<file path="src/rtl/cache_rd_sched.sv">
// Read scheduler: four ID queues drained round-robin, one outstanding cache read at a time.
// Optional WAIT watchdog enabled by defining SCHED_TIMEOUT_EN.
module cache_rd_sched #(
  parameter string PLATFORM = "xilinx",
  parameter int    QDEPTH   = 16
) (
  input  logic       clk,
  input  logic       rst,
  input  logic       in_sched_ID_wr,
  input  logic [7:0] in_sched_ID,
  input  logic [1:0] in_sched_qid,
  input  logic [3:0] in_sched_pause,
  input  logic       in_sched_valid_wr,
  output logic       out_sched_ID_wr,
  output logic [7:0] out_sched_ID,
  output logic [3:0] out_sched_qfull,
  output logic       out_sched_drop,
  output logic       out_sched_timeout
);

  localparam int AW = $clog2(QDEPTH);
  localparam int CW = AW + 1;

  typedef enum logic [1:0] {IDLE, ISSUE, WAIT} state_t;

  state_t               state_q, state_d;
  logic [1:0]           win_q, win_d;
  logic [1:0]           last_q, last_d;
  logic [3:0][CW-1:0]   cnt_q, cnt_d;
  logic [3:0][AW-1:0]   wptr_q, wptr_d;
  logic [3:0][AW-1:0]   rptr_q, rptr_d;
  logic [3:0]           qfull_q, qfull_d;
  logic                 drop_q, drop_d;
  logic                 valid_q, valid_d;

  logic [3:0] full, nonempty, eligible, push, pop;
  logic       issue, found;
  logic [1:0] idx;
  logic [7:0] head;
  logic [AW+1:0] wr_addr, rd_addr;

  always_comb begin
    full     = '0;
    nonempty = '0;
    for (int q = 0; q < 4; q++) begin
      full[q]     = (cnt_q[q] == CW'(QDEPTH));
      nonempty[q] = (cnt_q[q] != '0);
    end
  end

  assign eligible = nonempty & ~in_sched_pause;

  // Queue bookkeeping; a pop frees the slot the same cycle, so a full queue accepts a push then
  always_comb begin
    push    = '0;
    cnt_d   = cnt_q;
    wptr_d  = wptr_q;
    rptr_d  = rptr_q;
    qfull_d = '0;
    for (int q = 0; q < 4; q++) begin
      push[q]    = in_sched_ID_wr && (in_sched_qid == 2'(q)) && (!full[q] || pop[q]);
      cnt_d[q]   = cnt_q[q] + CW'(push[q]) - CW'(pop[q]);
      wptr_d[q]  = wptr_q[q] + AW'(push[q]);
      rptr_d[q]  = rptr_q[q] + AW'(pop[q]);
      qfull_d[q] = (cnt_d[q] == CW'(QDEPTH));
    end
    drop_d = in_sched_ID_wr && full[in_sched_qid] && !pop[in_sched_qid];
  end

  assign wr_addr = {in_sched_qid, wptr_q[in_sched_qid]};
  assign rd_addr = {win_q, rptr_q[win_q]};

  generate
    if (PLATFORM == "xilinx") begin : g_store
      (* ram_style = "distributed" *) logic [7:0] mem [4*QDEPTH];
      always_ff @(posedge clk) if (|push) mem[wr_addr] <= in_sched_ID;
      assign head = mem[rd_addr];
    end else begin : g_store
      logic [7:0] mem [4*QDEPTH];
      always_ff @(posedge clk) if (|push) mem[wr_addr] <= in_sched_ID;
      assign head = mem[rd_addr];
    end
  endgenerate

`ifdef SCHED_TIMEOUT_EN
  logic [11:0] tmr_q, tmr_d;
  logic        tmr_hit;
`endif

  always_comb begin
    state_d = state_q;
    win_d   = win_q;
    last_d  = last_q;
    pop     = '0;
    issue   = 1'b0;
    found   = 1'b0;
    idx     = '0;
`ifdef SCHED_TIMEOUT_EN
    tmr_d   = tmr_q;
    tmr_hit = 1'b0;
`endif
    case (state_q)
      IDLE: begin
        for (int i = 1; i <= 4; i++) begin
          idx = last_q + 2'(i);
          if (!found && eligible[idx]) begin
            found = 1'b1;
            win_d = idx;
          end
        end
        if (found) begin
          state_d = ISSUE;
          last_d  = win_d;
        end
      end
      ISSUE: begin
        issue       = 1'b1;
        pop[win_q]  = 1'b1;
        state_d     = WAIT;
`ifdef SCHED_TIMEOUT_EN
        tmr_d       = '0;
`endif
      end
      WAIT: begin
        // completion is registered first, which spaces reads at least three cycles apart
        if (valid_q) state_d = IDLE;
`ifdef SCHED_TIMEOUT_EN
        else if (tmr_q == 12'hFFF) begin
          if (!in_sched_valid_wr) begin
            tmr_hit = 1'b1;
            state_d = IDLE;
          end
        end else tmr_d = tmr_q + 12'd1;
`endif
      end
      default: state_d = IDLE;
    endcase
    valid_d = in_sched_valid_wr && (state_q == WAIT);
  end

  always_ff @(posedge clk or posedge rst) begin
    if (rst) begin
      state_q <= IDLE;
      win_q   <= '0;
      last_q  <= 2'd3;
      cnt_q   <= '0;
      wptr_q  <= '0;
      rptr_q  <= '0;
      qfull_q <= '0;
      drop_q  <= 1'b0;
      valid_q <= 1'b0;
    end else begin
      state_q <= state_d;
      win_q   <= win_d;
      last_q  <= last_d;
      cnt_q   <= cnt_d;
      wptr_q  <= wptr_d;
      rptr_q  <= rptr_d;
      qfull_q <= qfull_d;
      drop_q  <= drop_d;
      valid_q <= valid_d;
    end
  end

`ifdef SCHED_TIMEOUT_EN
  always_ff @(posedge clk or posedge rst) begin
    if (rst) tmr_q <= '0;
    else     tmr_q <= tmr_d;
  end
  assign out_sched_timeout = tmr_hit;
`else
  assign out_sched_timeout = 1'b0;
`endif

  assign out_sched_ID_wr = issue;
  assign out_sched_ID    = issue ? head : 8'h00;
  assign out_sched_qfull = qfull_q;
  assign out_sched_drop  = drop_q;

endmodule

</file>
<file path="config.mk">
export PLATFORM = sky130hd
export DESIGN_NAME = cache_rd_sched
export DESIGN_NICKNAME = d
export VERILOG_FILES = /design/src/rtl/cache_rd_sched.sv
export SDC_FILE = /design/constraint.sdc
export NUM_CORES = 1
export LEC_CHECK = 0
export ABC_AREA = 1
export BUFFER_PORTS_ARGS = -buffer_cell sky130_fd_sc_hd__clkbuf_2
export CAP_MARGIN = 25
export CORE_MARGIN = 3
export CORE_UTILIZATION = 45
export DETAILED_ROUTE_END_ITERATION = 6
export PLACE_DENSITY = 0.66
export SLEW_MARGIN = 20
export SYNTH_ARGS = -nofsm -noshare
export SYNTH_HDL_FRONTEND = slang
export SYNTH_SLANG_ARGS = --single-unit
</file>
<file path="constraint.sdc">
create_clock -name clk -period 2.5 [get_ports clk]
set_input_delay 0.125 -clock clk [delete_from_list [all_inputs] [get_ports clk]]
set_output_delay 0.125 -clock clk [all_outputs]
set_load 0.02 [all_outputs]
</file>
### Word level (Yosys, flattened, before mapping)

Memory sizes are Yosys's and may differ from the RTL's.
Cells that the tools add are included.

* bits in writable memories: 512
* bits in registers: 64
* logic and storage cells: 136
* memory bits (read-only): 0
* bits in latches: 0
* memories kept: 1

Memory list
* g_store.mem: words 64, bits a word 8, rd ports 1, clocked after memory_dff 0, write ports 1, RTL line 75 `(* ram_style = "distributed" *) logic [7:0] mem [4*QDEPTH];`

* shifts and indexed selects: 0
* $mul: 0
* equality and inequality tests: 15
* magnitude comparators: 7
* reductions and logical operators: 36
* bitwise operators: 2
* divide/modulo/power cells: 0
* muxes and demuxes: 38
* $add $sub $neg: 19

Operator list (count)
* $eq A5 B5 Y1 const B: 8
* $add A4 B1 Y4: 8
* $add A5 B1 Y5: 4
* $reduce_bool A5 Y1: 4
* $sub A5 B1 Y5: 4
* $lt A2 B3 Y1 const B: 6
* $mux W1: 18
* $bmux W4 S2: 2
* $logic_and A1 B1 Y1: 15
* $bmux W1 S2: 6
* $mux W2: 6
* $mux W4: 3
* $logic_not A1 Y1: 8
* $mux W8: 1
* $eq A2 B2 Y1 const B: 3
* $pmux W2 S3: 1
* $add A2 B2 Y2 const B: 2
* $and A4 B4 Y4: 1
* $eq A2 B1 Y1 const B: 2
* $logic_not A2 Y1: 2
* $logic_or A1 B1 Y1: 4
* $ne A2 B2 Y1 const B: 2
* $not A4 Y4: 1
* $reduce_and A2 Y1: 2
* 4 further kinds: 4

### Depth between registers and ports, before layout

* depth after elaboration: 20
* depth in mapped cells: 17
* depth with buffers taken out: 16

### Least setup slack after synthesis

No wires, ideal clock.

* path kind: register -> register
* from: register win_q[1]
* to: register qfull_q[0] (netlist: out_sched_qfull[0])
* cell stages (with the launch flop): 18
* data arrival time: 2626 ps
* path buffers: 1
* required time: 2429 ps
* period minus slack after synthesis: 2698 ps
* slack: -198 ps
* library setup time: 71 ps
* cell sequence: dfrtp_1 buf_4 inv_4 nand2_1 nor2_1 nor2_1 nor3_2 inv_1 ha_1 inv_1 ha_1 fa_1 a21oi_1 nor2_1 nor2_1 xor2_1 nand2_1 nor2_1

RTL lines
* from (decl): RTL line 27 `logic [1:0] win_q, win_d;`
* from (signal assigned): RTL line 154 `win_q <= win_d;`
* to (signal assigned): RTL line 159 `qfull_q <= qfull_d;`
* to (decl): RTL line 32 `logic [3:0] qfull_q, qfull_d;`

### Final worst setup path

* from: register win_q[0]
* to: output port out_sched_ID[1]

* word-level cells in the longest chain between the ends: 4

Ends and longest elaborated chain
* $bmux W4 S2: RTL line 71 `assign rd_addr = {win_q, rptr_q[win_q]};`
* $mux W4 (implied by the code): RTL line 71
* $mem_v2 Z64 W8 (*)
* $mux W8 (*): RTL line 176 `assign out_sched_ID = issue ? head : 8'h00;`
* to (decl): RTL line 15 `output logic [7:0] out_sched_ID,`

Every way passes the cells marked *; elsewhere a longest branch is shown, timed or not. The select of a mux whose other input is x is not followed.

==> results <==
- The final critical path time including I/O delays and setup is 3.153 ns.
- The post-route setup TNS is -6.300 ns.
- The power share of the clock group is 18.9%.
- The effective utilization at floorplan is 45.84%.
- The worst-case hold slack is 0.08012 ns.
- The routed layout has 18,429 vias.
- VDD sags by at most 0.8972 mV.
- At the pin with the least slew margin, the transition time is 0.9634 ns.
- The kind of launch point of the worst setup path is a register.
- Clock-pin slew was measured on the worst setup and hold paths at 0.06 ns.
- The relative slew slack is 35.77%.
- Leaving out fill and tap cells, the most frequent cell in the layout is sky130_fd_sc_hd__nand3_1.
- Derived from the worst setup path, the maximum achievable clock frequency is 317.2 MHz.
- The number of antenna violations at the first check in global routing is 0.
- At the end of routability-driven placement, the weighted congestion stood at 0.8572.
- Synthesis inferred 576 register bits.
- The largest net degree at the start of global routing is 65.
- Power comes to 49,090 uW.
- The die outline area is 0.05822 sq mm.
- The largest buffer count on any clock path is 3.
- Along the worst hold path, the cell count comes to 1.
- The net switching share of the total power is 42.59%.
- The worst flop-to-flop path startpoint is win_q[0].
- Of the synthesized area, sequential elements account for 68.15%.
- The clock net in this run drives a total of 576 sinks.
- In this run the worst path has a maximum fanout of 14.
- The remaining global-route overflow is 0.
- The count of TritonRoute iterations in the first routing pass is 6.
- The region available for standard cell placement spans 0.05435 sq mm.
- The minimum setup slack in the final design is -0.6526 ns.
- The final reports fail on setup timing.
- The remaining antenna violation count after routing is 0.
- In the synthesized netlist the dominant register cell turns out to be sky130_fd_sc_hd__edfxtp_1.
- The post-placement cell count is 3,061.
- Setup repair after global routing could not meet its margin everywhere.
- Summing all non-filler instances in the final layout gives an area of 0.03205 sq mm.
- The max-capacitance violation count is 0.
- The critical path data arrival time is 3.03 ns.
- The internal power is 28,180 uW.
- The hold path endpoint is g_store.mem[10][1].
- The kind of critical path is reg2out.
- Synthesis produced a netlist whose cell count is 2,176.
- The final instance count without filler cells is 3,230.
- The wire-length estimate of the detail-placed layout is 40,990 microns.
- In the final layout, the share of cells above drive strength 1 is 24.65%.
- When the netlist entered floorplanning its net count stood at 2,238.
- STA puts the critical path data required time at 2.38 ns.
- The root buffer selected by CTS is sky130_fd_sc_hd__clkbuf_16.
- The launch point of the worst hold path is in_sched_ID[1].
- In this run the register-to-register setup slack is -0.25 ns.
- The total power divided by cell area is 1532 mW/mm^2.
- The count of inserted antenna diode cells is 0.
- Counting cells, the worst reg-to-reg path comes to 14.
- In the routed design, unresolved DRC markers number 0.
- The first routing iteration left 2,161 violations.
- STA classifies the critical path endpoint as a primary output.
- The number of nets in the layout is 2,502.
- The synthesis-to-finish area growth is 28.64%.
- The sequential fraction of design power is 23.7%.
- The aggregate global-route resource usage is 24.01%.
- The total I/O pin count is 33.
- The kind of path behind the tightest hold check is in2reg.
- CTS built an H-tree with a depth of 2.
- Yosys printed 0 warnings.
- Clock latency on the worst-skew pair, taken at its later pin, is 0.65 ns.
- Clock skew on the completed layout was measured at 0.03758 ns.
- The capture point of the worst reg-to-reg path is out_sched_qfull[3].
- Once placement finished, the instance area stood at 0.02791 sq mm.
- Dividing the synthesized area by the synthesized cell count gives 11.45 sq um.
- For this design the total switching power over the nets is 20,910 uW.
- The height of the die is 241.3 microns.
- The leakage power is 0.01236 uW.
- In the layout the commonest cells are 595 x sky130_fd_sc_hd__nand3_1, 512 x sky130_fd_sc_hd__edfxtp_1, 456 x sky130_fd_sc_hd__nand2_1.
- Dividing the detail-routed via count by the number of cells gives 5.706.
- The number of max-slew violations in the final report is 0.
- TritonCTS built the clock tree.
- The via count of the first global-routing pass is 18,136.
- In this run the cell area of the synthesized design comes to 0.02491 sq mm.
- The average wire per cell in the routed design is 21.98 microns.
- The sum of routed wire length over all layers is 71,000 microns.
- The flow ran to the end, but the final reports show violations.
- The synthesized design contains 512 enable-type register cells.
- The logic gate share of total power is 57.5%.
- Counting the buffers created by CTS gives 59.
- Setup violations remaining at the end of the flow were counted as 43.
- The number of different library cells used by synthesis comes to 39.
- The first-pass GRT wire length is 106,200 microns.
- The count of input and output buffers is 31.
- The chip width is 241.3 microns.
- The total count of hold-check failures in the final report is 0.
- After synthesis, the share of flip-flops with an asynchronous set or reset is 11.11%.
- The part of the cycle the worst path needs is 126.1%.
- In this run the core area contains 85 standard-cell rows.
## state kept, by name (all words and copies together) (netlist names), 2 cells and up
| name | count |
|---|---|
| wptr_q | 16 |
| state_q | 2 |
| out_sched_qfull | 4 |
| win_q | 2 |
| g_store.mem | 512 |
| last_q | 2 |
| cnt_q | 20 |
| rptr_q | 16 |
## Yosys cell counts (all sizes together) (4+ instances only)
library cell / number / share of area (%)
clkbuf: 8 / 0.12
nand3: 661 / 13
nand2: 494 / 7.5
edfxtp: 512 / 62
inv: 77 / 1.2
xnor2: 9 / 0.32
nor2: 115 / 1.8
ha: 40 / 2.0
nand4: 12 / 0.84
o21ai: 5 / 0.12
nor3: 11 / 0.30
dfrtp: 62 / 6.2
buf: 116 / 2.5
xor2: 24 / 0.84
a21oi: 11 / 0.22
fa: 4 / 0.32
## critical path, stage by stage, from the launching register on
cell	delay [ns]
sky130_fd_sc_hd__dfrtp_2	0.44
sky130_fd_sc_hd__buf_6	0.17
sky130_fd_sc_hd__nand2_1	0.08
sky130_fd_sc_hd__nand2_2	0.13
sky130_fd_sc_hd__nand2_8	0.09
sky130_fd_sc_hd__nand2_8	0.13
sky130_fd_sc_hd__buf_8	0.15
sky130_fd_sc_hd__buf_12	0.11
sky130_fd_sc_hd__buf_16	0.13
sky130_fd_sc_hd__nand2_1	0.05
sky130_fd_sc_hd__nand3_1	0.07
sky130_fd_sc_hd__nand3_1	0.13
sky130_fd_sc_hd__nand3_2	0.11
sky130_fd_sc_hd__nand2_1	0.06
sky130_fd_sc_hd__nand2_1	0.12
sky130_fd_sc_hd__nand3_4	0.10
sky130_fd_sc_hd__nor2_2	0.14
sky130_fd_sc_hd__clkbuf_8	0.16
## worst max path at each step
stage	cells past startpoint	to	slack [ns]	startpoint
3_5_place_dp	17	out_sched_ID[7]	-0.29	win_q[0]
4_1_cts	18	out_sched_ID[2]	-0.62	win_q[0]
5_1_grt	17	out_sched_ID[6]	-0.78	win_q[0]
2_1_floorplan	17	out_sched_qfull[0]	-0.03	win_q[1]
3_3_place_gp	17	out_sched_ID[7]	-0.24	win_q[0]
6_report	17	out_sched_ID[1]	-0.65	win_q[0]
## power by group through the flow
stage	logic, uW	clock network [uW]	registers [uW]
after floorplan	13200	0	11700
after global placement	21700	0	11800
after detailed placement	22100	0	11800
after CTS	26300	9370	11600
after global routing	30100	9780	11700
final	28200	9260	11600
## metal layers
metal	vias up	wire [microns]	GRT usage, %
li1	8255	-	-
met1	9040	28190	33.20
met2	964	33280	38.38
met3	170	7113	4.793
met4	0	2411	8.039
met5	-	0	0
## kinds of logic (layout without fill, tap and decap cells)
family                   count (synthesis)  after routing  synth area share [%]
AND/OR/NAND/NOR                       1296           1296                 23.85
other                                    1              1               0.01505
AO/OA/AOI/OAI                           24             24                0.7232
adder cells (fa/ha/maj)                 44             44                 2.330
flip-flops                             576            576                 68.15
buffers and inverters                  202            517                 3.772
XOR/XNOR                                33             33                 1.160
## stage by stage
stage	util [%]	setup slack, ns
2_1_floorplan	-	-0.03444
3_3_place_gp	51.35	-0.2424
3_5_place_dp	51.35	-0.2943
4_1_cts	57.35	-0.6197
5_1_grt	58.97	-0.7804
6_report	58.97	-0.6526
## final cells by class
class / count / area [sq um]
fill: 4158 / 22300
sequential: 576 / 16980
multi-input combinational: 1398 / 7881
timing repair buffer: 327 / 3895
clock buffer: 76 / 1602
tap: 739 / 924.6
clock inverter: 36 / 446.7
inverter: 78 / 320.3
## timing repair
action,CTS,global route
gates resized for setup,133,158
buffers inserted,25,4
pin swaps,28,27
hold endpoints to repair,32,17
setup endpoints to repair,529,531
hold buffers,4,2
cloned,14,6
(Power assumes the default switching activity.)
